### config.mk
export PLATFORM = sky130hd
export DESIGN_NAME = uart_rx_fifo
export DESIGN_NICKNAME = d
export VERILOG_FILES = /design/src/rtl/uart_rx_pkg.sv /design/src/rtl/sync_fifo.sv /design/src/rtl/uart_rx_fifo.sv
export SDC_FILE = /design/constraint.sdc
export NUM_CORES = 1
export LEC_CHECK = 0
export ABC_AREA = 0
export CAP_MARGIN = 20
export CORE_AREA = 2 2 169 171
export DETAILED_ROUTE_END_ITERATION = 16
export DIE_AREA = 0 0 171 173
export PLACE_DENSITY_LB_ADDON = 0.05
export SLEW_MARGIN = 10
export SYNTH_ARGS = -nofsm -noshare
export SYNTH_HDL_FRONTEND = slang
export SYNTH_SLANG_ARGS = --single-unit
### constraint.sdc
create_clock -name FAB_CLK -period 3.7 [get_ports FAB_CLK]
set_input_delay 0.74 -clock FAB_CLK [delete_from_list [all_inputs] [get_ports FAB_CLK]]
set_output_delay 0.74 -clock FAB_CLK [all_outputs]
set_load 0.01 [all_outputs]
### src/rtl/uart_rx_pkg.sv
// ---------------------------------------------------------------------------
// uart_rx_pkg
// Shared definitions for the fabric-side UART receiver and its byte FIFO.
//
// Contents:
//   DATA_BITS             - payload bits per 8N1 frame
//   DEFAULT_CLKS_PER_BIT  - FAB_CLK cycles per bit (40 MHz / 115200 baud)
//   DEFAULT_FIFO_DEPTH    - receive FIFO entries (power of two)
//   DEFAULT_ADDR_W        - log2(DEFAULT_FIFO_DEPTH)
//   rx_state_e            - receiver FSM state encoding
// ---------------------------------------------------------------------------
package uart_rx_pkg;

  localparam int DATA_BITS            = 8;
  localparam int DEFAULT_CLKS_PER_BIT = 347;
  localparam int DEFAULT_FIFO_DEPTH   = 16;
  localparam int DEFAULT_ADDR_W       = 4;

  typedef enum logic [1:0] {
    ST_IDLE  = 2'd0,
    ST_START = 2'd1,
    ST_DATA  = 2'd2,
    ST_STOP  = 2'd3
  } rx_state_e;

endpackage : uart_rx_pkg

### src/rtl/sync_fifo.sv
// ---------------------------------------------------------------------------
// sync_fifo
// Single-clock first-word-fall-through FIFO with occupancy count.
//
// Ports:
//   clk        in   clock
//   reset      in   synchronous active-high reset; empties the FIFO
//   push       in   write push_data this cycle (ignored when full unless a
//                   pop happens in the same cycle)
//   push_data  in   WIDTH  data to write
//   pop        in   remove the head entry (ignored when empty)
//   head_data  out  WIDTH  head entry; reads 0 while empty
//   count      out  ADDR_W+1  entries held, 0..DEPTH
//   full       out  count == DEPTH
//   empty      out  count == 0
//
// A simultaneous push and pop on a full FIFO performs both, so the count
// stays at DEPTH. A pop on an empty FIFO is dropped even if a push arrives
// in the same cycle, because there is no head word to hand out yet.
// ---------------------------------------------------------------------------
module sync_fifo #(
  parameter int WIDTH  = 8,
  parameter int DEPTH  = 16,
  parameter int ADDR_W = 4
) (
  input  logic              clk,
  input  logic              reset,
  input  logic              push,
  input  logic [WIDTH-1:0]  push_data,
  input  logic              pop,
  output logic [WIDTH-1:0]  head_data,
  output logic [ADDR_W:0]   count,
  output logic              full,
  output logic              empty
);

  localparam logic [ADDR_W:0] DEPTH_C = (ADDR_W + 1)'(DEPTH);

  logic [WIDTH-1:0]  mem_q [DEPTH];
  logic [WIDTH-1:0]  mem_d [DEPTH];
  logic [ADDR_W-1:0] wr_ptr_q, wr_ptr_d;
  logic [ADDR_W-1:0] rd_ptr_q, rd_ptr_d;
  logic [ADDR_W:0]   count_q, count_d;

  logic do_push;
  logic do_pop;

  assign empty     = (count_q == '0);
  assign full      = (count_q == DEPTH_C);
  assign count     = count_q;
  assign head_data = empty ? '0 : mem_q[rd_ptr_q];

  // Qualify the requests: a pop needs data present, and a push into a full
  // FIFO is only accepted when a pop frees the head slot in the same cycle.
  always_comb begin
    do_pop  = pop && !empty;
    do_push = push && (!full || do_pop);
  end

  // Next-state for storage, pointers and occupancy. Pointers are ADDR_W
  // bits wide, so incrementing past DEPTH-1 wraps naturally.
  always_comb begin
    mem_d    = mem_q;
    wr_ptr_d = wr_ptr_q;
    rd_ptr_d = rd_ptr_q;
    count_d  = count_q;

    if (do_push) begin
      mem_d[wr_ptr_q] = push_data;
      wr_ptr_d        = wr_ptr_q + ADDR_W'(1);
    end

    if (do_pop) begin
      rd_ptr_d = rd_ptr_q + ADDR_W'(1);
    end

    case ({do_push, do_pop})
      2'b10:   count_d = count_q + (ADDR_W + 1)'(1);
      2'b01:   count_d = count_q - (ADDR_W + 1)'(1);
      default: count_d = count_q;
    endcase
  end

  // State registers.
  always_ff @(posedge clk) begin
    if (reset) begin
      for (int i = 0; i < DEPTH; i++) begin
        mem_q[i] <= '0;
      end
      wr_ptr_q <= '0;
      rd_ptr_q <= '0;
      count_q  <= '0;
    end else begin
      mem_q    <= mem_d;
      wr_ptr_q <= wr_ptr_d;
      rd_ptr_q <= rd_ptr_d;
      count_q  <= count_d;
    end
  end

endmodule : sync_fifo

### src/rtl/uart_rx_fifo.sv
// ---------------------------------------------------------------------------
// uart_rx_fifo
// Receives 8N1 frames from the MSS UART_1 TXD line, buffers the bytes in a
// FWFT FIFO and presents them on a valid/ready stream to the LCD command
// logic. Reports framing errors and FIFO overflow.
//
// Ports:
//   FAB_CLK     in   fabric clock (only clock)
//   RESET       in   synchronous active-high reset
//   RXD         in   asynchronous serial input, idle high
//   RX_DATA     out  8  byte at the FIFO head; valid while RX_VALID=1
//   RX_VALID    out  FIFO not empty
//   RX_READY    in   consumer accepts head byte (pop on RX_VALID&&RX_READY)
//   FRAME_ERR   out  one-cycle pulse when a stop bit samples 0
//   OVERFLOW    out  sticky; a byte was dropped because the FIFO was full
//   OVF_CLR     in   clears OVERFLOW (a new overflow in the same cycle wins)
//   FIFO_COUNT  out  ADDR_W+1  bytes held, 0..FIFO_DEPTH
// ---------------------------------------------------------------------------
module uart_rx_fifo
  import uart_rx_pkg::*;
#(
  parameter int CLKS_PER_BIT = DEFAULT_CLKS_PER_BIT,
  parameter int FIFO_DEPTH   = DEFAULT_FIFO_DEPTH,
  parameter int ADDR_W       = DEFAULT_ADDR_W
) (
  input  logic                  FAB_CLK,
  input  logic                  RESET,
  input  logic                  RXD,
  output logic [DATA_BITS-1:0]  RX_DATA,
  output logic                  RX_VALID,
  input  logic                  RX_READY,
  output logic                  FRAME_ERR,
  output logic                  OVERFLOW,
  input  logic                  OVF_CLR,
  output logic [ADDR_W:0]       FIFO_COUNT
);

  localparam int CNT_W = $clog2(CLKS_PER_BIT);
  localparam int IDX_W = $clog2(DATA_BITS);

  // START waits half a bit so that every later sample lands mid-bit.
  localparam logic [CNT_W-1:0] HALF_LAST = CNT_W'(CLKS_PER_BIT / 2 - 1);
  localparam logic [CNT_W-1:0] BIT_LAST  = CNT_W'(CLKS_PER_BIT - 1);
  localparam logic [IDX_W-1:0] LAST_IDX  = IDX_W'(DATA_BITS - 1);

  logic                  sync1_q, sync1_d;
  logic                  sync2_q, sync2_d;
  logic                  rxd_s;

  rx_state_e             state_q, state_d;
  logic [CNT_W-1:0]      cnt_q, cnt_d;
  logic [IDX_W-1:0]      bit_idx_q, bit_idx_d;
  logic [DATA_BITS-1:0]  shift_q, shift_d;
  logic                  frame_err_q, frame_err_d;
  logic                  overflow_q, overflow_d;

  logic                  push;
  logic                  pop;
  logic                  fifo_full;
  logic                  fifo_empty;

  // Two-flop synchroniser; both stages reset to the idle-high line level
  // so a reset never fabricates a start bit.
  always_comb begin
    sync1_d = RXD;
    sync2_d = sync1_q;
  end

  assign rxd_s = sync2_q;

  // Receiver FSM. STOP returns to IDLE at mid stop bit, which leaves half a
  // bit of margin for a back-to-back start edge.
  always_comb begin
    state_d     = state_q;
    cnt_d       = cnt_q;
    bit_idx_d   = bit_idx_q;
    shift_d     = shift_q;
    push        = 1'b0;
    frame_err_d = 1'b0;

    case (state_q)
      ST_IDLE: begin
        cnt_d     = '0;
        bit_idx_d = '0;
        if (!rxd_s) begin
          state_d = ST_START;
        end
      end

      ST_START: begin
        if (cnt_q == HALF_LAST) begin
          cnt_d     = '0;
          bit_idx_d = '0;
          // A line that is high again at mid start bit was only a glitch.
          state_d   = rxd_s ? ST_IDLE : ST_DATA;
        end else begin
          cnt_d = cnt_q + CNT_W'(1);
        end
      end

      ST_DATA: begin
        if (cnt_q == BIT_LAST) begin
          cnt_d   = '0;
          shift_d = {rxd_s, shift_q[DATA_BITS-1:1]};
          if (bit_idx_q == LAST_IDX) begin
            state_d = ST_STOP;
          end else begin
            bit_idx_d = bit_idx_q + IDX_W'(1);
          end
        end else begin
          cnt_d = cnt_q + CNT_W'(1);
        end
      end

      ST_STOP: begin
        if (cnt_q == BIT_LAST) begin
          cnt_d   = '0;
          state_d = ST_IDLE;
          if (rxd_s) begin
            push = 1'b1;
          end else begin
            frame_err_d = 1'b1;
          end
        end else begin
          cnt_d = cnt_q + CNT_W'(1);
        end
      end

      default: begin
        state_d = ST_IDLE;
        cnt_d   = '0;
      end
    endcase
  end

  assign pop = RX_READY && !fifo_empty;

  // Sticky overflow. A push into a full FIFO only drops the byte when no
  // pop frees a slot in the same cycle; a fresh drop beats OVF_CLR.
  always_comb begin
    overflow_d = overflow_q;
    if (OVF_CLR) begin
      overflow_d = 1'b0;
    end
    if (push && fifo_full && !pop) begin
      overflow_d = 1'b1;
    end
  end

  // State registers.
  always_ff @(posedge FAB_CLK) begin
    if (RESET) begin
      sync1_q     <= 1'b1;
      sync2_q     <= 1'b1;
      state_q     <= ST_IDLE;
      cnt_q       <= '0;
      bit_idx_q   <= '0;
      shift_q     <= '0;
      frame_err_q <= 1'b0;
      overflow_q  <= 1'b0;
    end else begin
      sync1_q     <= sync1_d;
      sync2_q     <= sync2_d;
      state_q     <= state_d;
      cnt_q       <= cnt_d;
      bit_idx_q   <= bit_idx_d;
      shift_q     <= shift_d;
      frame_err_q <= frame_err_d;
      overflow_q  <= overflow_d;
    end
  end

  // The byte being pushed is the shift register contents: the last data bit
  // was shifted in a full bit period before the stop-bit sample.
  sync_fifo #(
    .WIDTH  (DATA_BITS),
    .DEPTH  (FIFO_DEPTH),
    .ADDR_W (ADDR_W)
  ) u_fifo (
    .clk       (FAB_CLK),
    .reset     (RESET),
    .push      (push),
    .push_data (shift_q),
    .pop       (RX_READY),
    .head_data (RX_DATA),
    .count     (FIFO_COUNT),
    .full      (fifo_full),
    .empty     (fifo_empty)
  );

  assign RX_VALID  = !fifo_empty;
  assign FRAME_ERR = frame_err_q;
  assign OVERFLOW  = overflow_q;

endmodule : uart_rx_fifo

Yosys cells after proc, flatten, opt, wreduce, memory -nomap -nowiden
Index checks and enable logic that the tools add are counted.

word-level totals
  memories = 0
  ROM bits = 0
  RAM bits = 0
  output and inout port bits = 16
  bits in registers = 167
  bits of input ports = 5
  latch bits = 0

operators by class
  $add $sub $neg = 6
  multipliers = 0
  muxes and demuxes = 28
  reduce and logical (&&, ||, !) cells = 19
  eq/ne operators = 15
  bitwise gates (word level) = 4
  $lt $le $gt $ge = 3
  divide/modulo/power cells = 0
  shift-type cells = 0

operators by type and width
  kind                                           number
  bitwise mux 128 bit                            1
  binary-select mux 8 bit (select 4 bit)         1
  demux 8 bit (select 4 bit)                     1
  two-way mux 8 bit                              4
  one-hot mux 9 bit (3 select lines)             1
  two-way mux 9 bit                              2
  two-way mux 2 bit                              6
  != test 2 bit, second input constant           6
  >= comparator 5 bit, second input constant     2
  inverter 4 -> 5 bit                            2
  one-hot mux 5 bit (2 select lines)             1
  adder 9 x 1 -> 9 bit, second input constant    1
  == test 9 x 8 -> 1 bit, second input constant  1
  == test 9 bit, second input constant           1
  two-way mux 3 bit                              3
  one-hot mux 3 bit (3 select lines)             1
  adder 4 x 1 -> 4 bit, second input constant    2
  one-hot mux 2 bit (4 select lines)             1
  == test 2 bit, second input constant           3
  two-way mux 1 bit                              6
  adder 5 x 1 -> 5 bit, second input constant    1
  == test 5 bit, second input constant           1
  logical AND 1 bit                              5
  logical NOT 5 bit                              1
  16 further kinds                               21

Longest topological paths before layout
  depth after elaboration = 7
  mapped depth = 13

Cells and area by module
From an unflattened synthesis, not the netlist that was laid out.

unflattened totals
  cells, all modules = 746
  area total of the unflattened synthesis = 7992.7 um2

by module, submodules not included
  module        seq. area each (um2)  cells each  instances  area an instance (um2)
  sync_fifo     2822.7                621         1          6852.8
  uart_rx_fifo  520.5                 125         1          1139.8

Worst setup path after synthesis
Ideal clock, no wire load.

  path kind = reg-to-reg
  from = register u_fifo.count_q[1] (netlist: u_fifo.count[1])
  to = register u_fifo.count_q[4] (netlist: u_fifo.count[4])
  data arrival time = 2.852 ns
  period minus slack after synthesis = 2.989 ns
  cell stages (with the launch flop) = 13
  path slack = 0.711 ns
  cell sequence = dfxtp_1 -> buf_2 -> or4_1 -> o21ai_1 -> inv_1 -> ha_1 -> clkbuf_1 -> xor2_1 -> ha_1 -> nor2b_1 -> o32ai_1 -> mux2i_1 -> o2111ai_1

on the way
  word-level cells in the longest chain between the ends = 7

ends and longest elaborated chain
  item                                                                             line                text
  from (decl)                                                                      sync_fifo.sv:43     logic [ADDR_W:0] count_q, count_d;
  from (signal assigned)                                                           sync_fifo.sv:97     count_q <= count_d;
  logical NOT 5 bit *                                                              sync_fifo.sv:48     assign empty = (count_q == '0);
  logical NOT 1 bit *                                                              --
  logical AND 1 bit *                                                              --
  via pop                                                                          uart_rx_fifo.sv:58  logic pop;
  logical OR 1 bit                                                                 sync_fifo.sv:57     do_push = push && (!full || do_pop);
  logical AND 1 bit                                                                sync_fifo.sv:57
  == test 2 x 1 -> 1 bit / == test 2 bit (equally long branches)                   sync_fifo.sv:77     case ({do_push, do_pop})
  one-hot mux 5 bit (2 select lines) / nonzero test 2 bit (equally long branches)  --

The timed path passes the listed nets; every way through them passes the cells marked *.
A chain may end at the register's enable or synchronous reset.

Worst setup path in the final report
  from = register u_fifo.rd_ptr_q[3]
  to = output RX_DATA[6]

on the way
  word-level cells in the longest chain between the ends = 5

ends and longest elaborated chain
  item                                                  line                text
  from (decl)                                           sync_fifo.sv:42     logic [ADDR_W-1:0] rd_ptr_q, rd_ptr_d;
  from (signal assigned)                                sync_fifo.sv:96     rd_ptr_q <= rd_ptr_d;
  inverter 4 -> 5 bit (implied by the code)             sync_fifo.sv:51     assign head_data = empty ? '0 : mem_q[rd_ptr_q];
  binary-select mux 8 bit (select 4 bit)                sync_fifo.sv:51
  two-way mux 8 bit (implied by the code) (2 in a row)  sync_fifo.sv:51
  two-way mux 8 bit                                     sync_fifo.sv:51
  to (decl)                                             uart_rx_fifo.sv:29  output logic [DATA_BITS-1:0] RX_DATA,

Every way passes these cells. The select of a mux whose other input is x is not followed.

==> flow_summary.yaml <==
clock_tree:
  cts_root_buffer: "clkbuf_16"
  postCtsResizedCells: 0
  hold_buffers: 0
  clk-insertion-delay-late_ps: 430
  clk_pin_slew_worst_paths_ps: 70
  clk_path_buf_depth: 2
  post-cts-setup-buffers: 0
  cts_max_level: 4
  cts_buffers: 17
  cts_tree: "done"
  cts_sinks: 167
critical_path:
  crit_fanout: 13
  path_class: "register to output pin"
  max_stage_delay_ps: 600
  crit_family: "buffers and inverters"
  r2r_slack_ps: 570
  crit_arrival_ps: 2670
  crit_required_ps: 2960
  slowest_stage: "dfxtp_1"
  end_kind: "output pin"
  crit_chain: "buf_12 > buf_4 > mux4_2 > a211oi_1 > a211oi_1 > clkdlybuf4s50_1"
  cp_common_cell: "a211oi_1"
  worstSetupStartpoint: "u_fifo.rd_ptr_q[3]"
  crit_buf_inv: 3
  r2r_cells: 12
  r2r_start: "cnt_q[0]"
  r2r-end: "u_fifo.count[4]"
  critPathLaunchType: "register"
worst_hold_path:
  hold_path.startpoint: "sync1_q"
  holdPathStages: 1
  whs_endpoint: "rxd_s"
  worstHoldPathType: "register to register"
cells_and_area:
  finalNetCount: 758
  syn2layout_area_growth_pct: 13.6
  finalNonFillerCells: 1131
  drive_gt1_frac: 0.142
  seq_area_sq_um: 3350
  multi_input_area_sq_um: 4570
  finish.utilization: 0.338
  antenna_cells: 0
  fillers: 2783
yosys:
  synth.most_common_cell: "dfxtp_1"
  yosysTopAreaCellShare: 0.406
  synth.area.top_cells: "dfxtp_1 (41%), mux2i_1 (18%), nand2b_1 (11%)"
  synthSimpleGateAreaFrac: 0.209
  synth_cells: 751
  avgSynthCellArea_sq_um: 11.0
  synth_area_leader_cell: "dfxtp_1"
  synthFlopType: "dfxtp_1"
  ys_top_cells_by_count: "dfxtp_1 (167), mux2i_1 (147), nand2b_1 (141)"
  synth_nets: 769
  synth_cell_type_count: 57
  synth_seq_area_share: 0.406
  syn_area_sq_um: 8230
  synth_edf_count: 0
  synthAdderAreaFrac: 0.0198
  yosys_register_bits: 167
  async_flop_share: 0
  synthXorXnorAreaFrac: 0.0128
  synth-compound-area-share: 0.0465
  synthMuxAreaShare: 0.268
  yosysWarnings: 0
  synth_top_family_by_area: "multiplexers"
sta:
  max_freq_ghz: 0.293
  hold_ws_ps: 410
  slew_violations: 0
  timing.slew.headroom: 0.390
  period_minus_slack_ps: 3410
  worst_pin_slew_ps: 891
  tns_ps: 0
  finalCritPeriodShare: 0.921
  fin_skew_ps: 10.5
  hold_violations: 0
  rsz0062_at_grt: "false"
  setup_viol: 0
run_status:
  status: "finished, final reports clean"
global_routing:
  antenna_found_initial: 0
  grt_pass1_vias: 5563
  grt_pass1_wl_mm: 32.4
  grt_max_degree: 77
  overflow: 0
  globalRouteTotalUtil: 0.143
run:
  drv_cap: 0
placed_design:
  dpl.hpwl_mm: 13.4
  dp_cells: 1099
  place.gp.congestion: 0.773
  numPortBuffers: 20
floorplanning:
  die_x_microns: 171
  start_util: 0.298
  die_area_sq_um: 29600
  die_h_microns: 173
  ios: 21
  coreArea_sq_um: 27600
  rows: 61
route:
  drt_iter0_drc: 238
  wl_per_cell_microns: 17.8
  via_per_inst: 4.71
  postRouteAntennaNets: 0
  drt-pass1-iter-count: 4
  routed_wl_mm: 20.1
  drc: 0
  dr_total_vias: 5331
pwr:
  vdd_ir_drop_max_mv: 0.268
  power_density_nw_per_um2: 440
  total_leakage_power_nw: 3.95
## per-stage QoR
stage / power [mW] / setup WS, ps / instance area (sq um)
after global routing: 4.31 / 128 / 9350
after detailed placement: 2.45 / 425 / 8780
after CTS: 4.19 / 67.5 / 9340
after floorplan: 2.24 / 711 / 8230
final: 4.11 / 292 / 9350
after global placement: 2.45 / 496 / 8780
## placed cells by master (no fill, tap or decap), types with 3 or more instances in the layout
cell type        instances
inv_1                   12
a21oi_1                 10
nor2b_1                 14
mux2i_1                147
buf_4                   10
or2_2                    3
nand3_1                  6
clkbuf_16               17
nor4_1                   4
clkinv_4                 3
nand2_1                 12
dfxtp_1                165
buf_12                   4
mux4_2                  32
a211oi_1                16
xnor2_1                  4
nor2_1                  32
nand2b_1               141
inv_6                    6
o21ai_0                  7
nand4_4                 15
xor2_1                   8
clkdlybuf4s50_1         19
nor3_1                   6
ha_1                    13
## sequential cells by signal, indices dropped and copies added, names as in the netlist, 3 cells and up, named ones only
register,flops
bit_idx_q,3
u_fifo.rd_ptr_q,4
u_fifo.mem_q,128
u_fifo.wr_ptr_q,4
shift_q,8
cnt_q,9
u_fifo.count,5
## cell type report
class	count	area share
Inverter	12	0.00482
Sequential cell	167	0.358
Timing Repair Buffer	33	0.0369
Clock buffer	19	0.0485
Multi-Input combinational cell	509	0.489
Clock inverter	13	0.0118
Tap cell	378	0.0506
## where the power goes
part,switching [mW],internal [mW]
sequential,0.0435,1.82
combinational,0.301,0.238
clock,0.795,0.915
## routing by layer
metal	vias up	GRT usage	part of all wire
met3	12	0.0268	0.021
met4	0	0.0328	0.0078
met1	2651	0.199	0.51
met5	-	0	0
met2	45	0.227	0.46
li1	2623	-	-
## cells by family (layout without fill, tap and decap cells)
logic type	count (synthesis)	count (layout)
simple gates	251	251
mux	180	180
flops	167	167
buf+inv	75	77
compound gates	53	53
fa+ha+maj	13	13
xor+xnor	12	12
## how the worst max path moves through the flow
stage,depth (start not counted),endpoint
final,6,RX_DATA[6]
after global routing,5,RX_DATA[4]
after CTS,5,RX_DATA[4]
after detailed placement,11,u_fifo.count[4]
after global placement,11,u_fifo.count[4]
after floorplan,12,u_fifo.count[4]
## worst reg2reg max path, delay by kind of cell (launching register included)
kind                       cells  cell delay [ps]
AOI/OAI and AO/OA              2              400
buffers and inverters          1              100
xor gates and xnor gates       1              150
muxes                          1              230
DFF                            1              350
adders and majority gates      3              680
and+or+nand+nor                4             1100
Power figures use the tool's default switching activity.
